==> config.mk <==
export PLATFORM = sky130hd
export DESIGN_NAME = oka_11bit_seq_ctrl
export DESIGN_NICKNAME = d
export VERILOG_FILES = /design/src/rtl/oka_11bit_seq_ctrl.sv
export SDC_FILE = /design/constraint.sdc
export NUM_CORES = 1
export LEC_CHECK = 0
export BUFFER_PORTS_ARGS = -buffer_cell sky130_fd_sc_hd__buf_2
export CORE_MARGIN = 3
export CORE_UTILIZATION = 45
export CTS_BUF_LIST = sky130_fd_sc_hd__clkbuf_16
export CTS_CLUSTER_SIZE = 40
export DETAILED_ROUTE_END_ITERATION = 10
export PLACE_DENSITY = 0.73
export SETUP_SLACK_MARGIN = 0.02
export SKIP_LAST_GASP = 1
export SLEW_MARGIN = 40
export SYNTH_ARGS = -nofsm -noshare
export SYNTH_HDL_FRONTEND = slang
export SYNTH_SLANG_ARGS = --single-unit
==> constraint.sdc <==
create_clock -name clk -period 2.3 [get_ports clk]
set_input_delay 0.345 -clock clk [delete_from_list [all_inputs] [get_ports clk]]
set_output_delay 0.345 -clock clk [all_outputs]
set_load 0.05 [all_outputs]
==> src/rtl/oka_11bit_seq_ctrl.sv <==
// oka_11bit_seq_ctrl
// Sequential GF(2) 11x11-bit polynomial multiplier controller. One external
// combinational 6-bit OKA core is time-shared across the three overlap-free
// Karatsuba sub-products (even, odd, even^odd). The sub-products are folded
// into the 21-bit product, which is returned over a valid/ready handshake.
//
// Ports:
//   clk, rst_n          rising-edge clock, asynchronous active-low reset
//   in_valid/in_ready   operand handshake (in_ready decoded from state)
//   a, b                11-bit operands, bit i = coefficient of x^i
//   out_valid/out_ready product handshake
//   y                   21-bit product a*b over GF(2)
//   mul_a, mul_b        6-bit operands driven to the shared core
//   mul_y               11-bit combinational product from the shared core
//
// Optional feature macro: OKA11_SEQ_BACK2BACK_EN
//   defined   : DONE retires the product and accepts new operands on the
//               same edge (in_ready = out_ready in DONE), 4-cycle throughput
//   undefined : operands are accepted only in IDLE, 5-cycle throughput
//
// Only N = 11 is supported; the even/odd split below is fixed to that width.
module oka_11bit_seq_ctrl #(
   parameter  int unsigned N  = 11,
   localparam int unsigned H  = (N + 1) / 2,
   localparam int unsigned PW = 2 * N - 1,
   localparam int unsigned CW = 2 * H - 1
) (
   input  logic          clk,
   input  logic          rst_n,
   input  logic          in_valid,
   output logic          in_ready,
   input  logic [N-1:0]  a,
   input  logic [N-1:0]  b,
   output logic          out_valid,
   input  logic          out_ready,
   output logic [PW-1:0] y,
   output logic [H-1:0]  mul_a,
   output logic [H-1:0]  mul_b,
   input  logic [CW-1:0] mul_y
);

   // The odd half has one fewer coefficient, so P2 never exceeds degree 8.
   localparam int unsigned P2W = CW - 2;

   typedef enum logic [2:0] {
      IDLE = 3'd0,
      MUL1 = 3'd1,
      MUL2 = 3'd2,
      MUL3 = 3'd3,
      DONE = 3'd4
   } state_e;

   state_e          state_q, state_d;
   logic [N-1:0]    a_q, a_d;
   logic [N-1:0]    b_q, b_d;
   logic [CW-1:0]   p1_q, p1_d;
   logic [P2W-1:0]  p2_q, p2_d;
   logic [PW-1:0]   y_q, y_d;
   logic            out_valid_q, out_valid_d;

   logic [H-1:0]    ae, ao, am;
   logic [H-1:0]    be, bo, bm;
   logic [CW-2:0]   p2x;
   logic [PW-1:0]   y_comb;

   // Even/odd coefficient split of the latched operands.
   assign ae = {a_q[10], a_q[8], a_q[6], a_q[4], a_q[2], a_q[0]};
   assign ao = {1'b0,    a_q[9], a_q[7], a_q[5], a_q[3], a_q[1]};
   assign am = ae ^ ao;
   assign be = {b_q[10], b_q[8], b_q[6], b_q[4], b_q[2], b_q[0]};
   assign bo = {1'b0,    b_q[9], b_q[7], b_q[5], b_q[3], b_q[1]};
   assign bm = be ^ bo;

   // P2 widened so that P2[9] reads as zero in the overlap fold.
   assign p2x = {1'b0, p2_q};

   // Overlap fold: even bits P1[i]^P2[i-1], odd bits P1[i]^P2[i]^P3[i];
   // P3 is the live core output during MUL3.
   always_comb begin
      y_comb    = '0;
      y_comb[0] = p1_q[0];
      for (int i = 1; i < H * 2 - 1; i++) begin
         y_comb[2*i] = p1_q[i] ^ p2x[i-1];
      end
      for (int i = 0; i < H * 2 - 2; i++) begin
         y_comb[2*i+1] = p1_q[i] ^ p2x[i] ^ mul_y[i];
      end
   end

   // State and datapath registers.
   always_ff @(posedge clk or negedge rst_n) begin
      if (!rst_n) begin
         state_q     <= IDLE;
         a_q         <= '0;
         b_q         <= '0;
         p1_q        <= '0;
         p2_q        <= '0;
         y_q         <= '0;
         out_valid_q <= 1'b0;
      end else begin
         state_q     <= state_d;
         a_q         <= a_d;
         b_q         <= b_d;
         p1_q        <= p1_d;
         p2_q        <= p2_d;
         y_q         <= y_d;
         out_valid_q <= out_valid_d;
      end
   end

   // Next-state, core operand steering and handshake decode.
   always_comb begin
      state_d     = state_q;
      a_d         = a_q;
      b_d         = b_q;
      p1_d        = p1_q;
      p2_d        = p2_q;
      y_d         = y_q;
      out_valid_d = out_valid_q;
      in_ready    = 1'b0;
      mul_a       = '0;
      mul_b       = '0;

      unique case (state_q)
         IDLE: begin
            in_ready = 1'b1;
            if (in_valid) begin
               a_d     = a;
               b_d     = b;
               state_d = MUL1;
            end
         end
         MUL1: begin
            mul_a   = ae;
            mul_b   = be;
            p1_d    = mul_y;
            state_d = MUL2;
         end
         MUL2: begin
            mul_a   = ao;
            mul_b   = bo;
            p2_d    = mul_y[P2W-1:0];
            state_d = MUL3;
         end
         MUL3: begin
            mul_a       = am;
            mul_b       = bm;
            y_d         = y_comb;
            out_valid_d = 1'b1;
            state_d     = DONE;
         end
         DONE: begin
`ifdef OKA11_SEQ_BACK2BACK_EN
            in_ready = out_ready;
            if (out_ready) begin
               out_valid_d = 1'b0;
               if (in_valid) begin
                  a_d     = a;
                  b_d     = b;
                  state_d = MUL1;
               end else begin
                  state_d = IDLE;
               end
            end
`else
            if (out_ready) begin
               out_valid_d = 1'b0;
               state_d     = IDLE;
            end
`endif
         end
         default: begin
            state_d = IDLE;
         end
      endcase
   end

   assign y         = y_q;
   assign out_valid = out_valid_q;

endmodule
==> run summary <==
DR vias -> 2011
period utilisation layout -> 0.906
Post-Syn Area -> 3100 sq um
Hold Vio Cnt, Final -> 0
Area Overhead vs Synth -> 21.9%
DRT antenna net count -> 0
first-pass GRT wire length -> 9.60 mm
Synth cell types -> 23
drt pass-1 iters -> 4
Final setup viols -> 0
Worst Path Required -> 1.96 ns
initial antenna violation count -> 0
layout cell share with drive strength beyond 1 -> 0.417
number of port buffers -> 71
met3 GRT Util -> 0.0369
Max Cap Violations -> 0
startpoint types -> register
Synth Instances -> 250
Setup Total Neg Slack -> 0 ns
headroom to the max-slew limit -> 0.686
Core Box Area -> 6490 sq um
sequential fraction of the synthesis area -> 0.541
Clock Sinks -> 67
critical path endpoint category -> primary output
Root Buffer -> clkbuf_16
CTS max path bufs -> 2
DRC -> 0
Peak Freq -> 480 MHz
clock transition at the registers of the reported paths -> 0.05 ns
htree depth -> 3
clock latency on the worst-skew pair -> 0.32 ns
vias per cell -> 4.90
Diodes inserted -> 0
# rows -> 29
total setup buffers inserted after CTS -> 0
min Tclk post-route -> 2.08 ns
flops & latches, synth -> 67
Crit Path Max Fanout -> 13
Overall Global Routing Usage -> 0.162
clock skew -> 0.00439 ns
GR Util met2 -> 0.259
final RePlAce weighted congestion -> 0.774
RSZ-0062 raised after global routing -> no
Initial Utilization -> 0.477
# fillers -> 533
vias in the first global route -> 2016
final-stage net count -> 365
Slew @ Worst Pin -> 0.471 ns
GRT Max-Usage Layer -> met2
DPL Wire Length -> 4.14 mm
Die Footprint -> 7920 sq um
CP arrival -> 1.74 ns
fin. max-slew vios -> 0
status -> complete, no violations
Setup CP Type -> register to primary output
die height -> 89.0 um
Yosys warning count -> 0
Routed WL per cell -> 14.2 um
Iteration-0 DRC Markers -> 38
number of top-level pins -> 72
Reg2Reg Setup Slack -> 0.64 ns
CTS Buf Count -> 9
WL final -> 5.81 mm
grt met1 use -> 0.210
syn_area_per_cell -> 12.4 sq um
HP Class -> input pin to register
post-synth net total -> 287
total gr overflow -> 0
CTS tree -> done
Die W -> 89.0 um
largest net degree at the start of global routing -> 42
synth_stat cells:
library cell	n	area [sq um]
xor2_1	9	78.8
buf_2	3	15.0
nand2_1	41	154
inv_1	1	3.75
a21oi_1	2	10.0
xnor2_1	30	263
mux2_2	24	270
nor2_1	12	45.0
and2_1	1	6.26
nor3b_1	1	7.51
nand3b_1	1	7.51
buf_4	3	22.5
nor3b_2	1	12.5
mux2_4	20	300
nor3_4	1	16.3
o21ai_0	19	95.1
and3b_1	2	17.5
nor3_1	2	10.0
clkbuf_1	5	18.8
o31ai_1	1	7.51
buf_12	2	40.0
dfrtp_1	67	1680
buf_6	2	22.5
repair_timing:
| item | CTS | global route |
|---|---|---|
| gates resized for setup | 0 | 0 |
| hold buffers | 1 | 0 |
| hold endpoints to repair | 18 | 0 |
cell families after synthesis:
group                  synth area share
flip-flops                        0.541
buffers and inverters            0.0395
XOR/XNOR                          0.110
AND/OR/NAND/NOR                  0.0892
AO/OA/AOI/OAI                    0.0363
multiplexers                      0.184
routing by layer:
metal | up-vias | part of all wire
li1 | 985 | -
met1 | 958 | 0.46
met2 | 61 | 0.47
met3 | 7 | 0.064
met4 | 0 | 0.012
met5 | - | 0
per-stage QoR:
step	utilization	cell area, sq um	worst slack (ns)	hold WS [ns]	cells
2_1_floorplan	-	3100	0.326	0.0494	250
3_3_place_gp	0.540	3510	0.604	0.318	393
3_5_place_dp	0.540	3510	0.530	0.317	393
4_1_cts	0.582	3780	0.204	0.245	410
5_1_grt	0.582	3780	0.0711	0.250	410
6_report	0.582	3780	0.216	0.256	410
worst paths after layout:
check / start / endpoint / cells after the start
worst max-delay path: state_q[1] / mul_a[4] / 5
worst min-delay path: a[1] / a_q[1] / 2
worst max register to register: state_q[1] / a_q[10] / 4
worst min register to register: y[13] / y[13] / 2
max in group asynchronous: rst_n / a_q[6] / 3
min in group asynchronous: rst_n / a_q[4] / 2
cells in the final DEF (no fill, tap or decap), drive strengths merged:
cell type,n
buf,81
dfrtp,67
mux2,44
nand2,41
xnor2,30
o21ai,19
nor2,12
xor2,9
clkbuf,9
clkinv,5
nor3,3
and3b,2
a21oi,2
clkinvlp,2
nor3b,2
nand3b,1
and2,1
inv,1
o31ai,1
dlygate4sd3,1
critical path, cell delays in order (launching register included):
cell and delay, ns:
dfrtp_1 0.63, buf_4 0.24, nand2_1 0.07, xnor2_1 0.13
nor2_1 0.09, buf_2 0.27
layout make-up:
| class | instances | area, sq um | area share |
|---|---|---|---|
| flip-flops and latches | 67 | 1680 | 0.444 |
| multi-input cells | 167 | 1300 | 0.344 |
| repair buffers | 82 | 440 | 0.117 |
| clock buffers | 9 | 225 | 0.0596 |
| well taps | 77 | 96.3 | 0.0255 |
| clock inverters | 7 | 35.0 | 0.00927 |
| inverters | 1 | 3.75 | 0.000993 |
registers in the layout, indices dropped and copies added (netlist names):
register	flops
state_q	3
p1_q	11
a_q	11
p2_q	9
out_valid	1
y	21
b_q	11
Power is not shown: default switching activity piles up to over one toggle a cycle in this logic, so the estimate is an artifact.
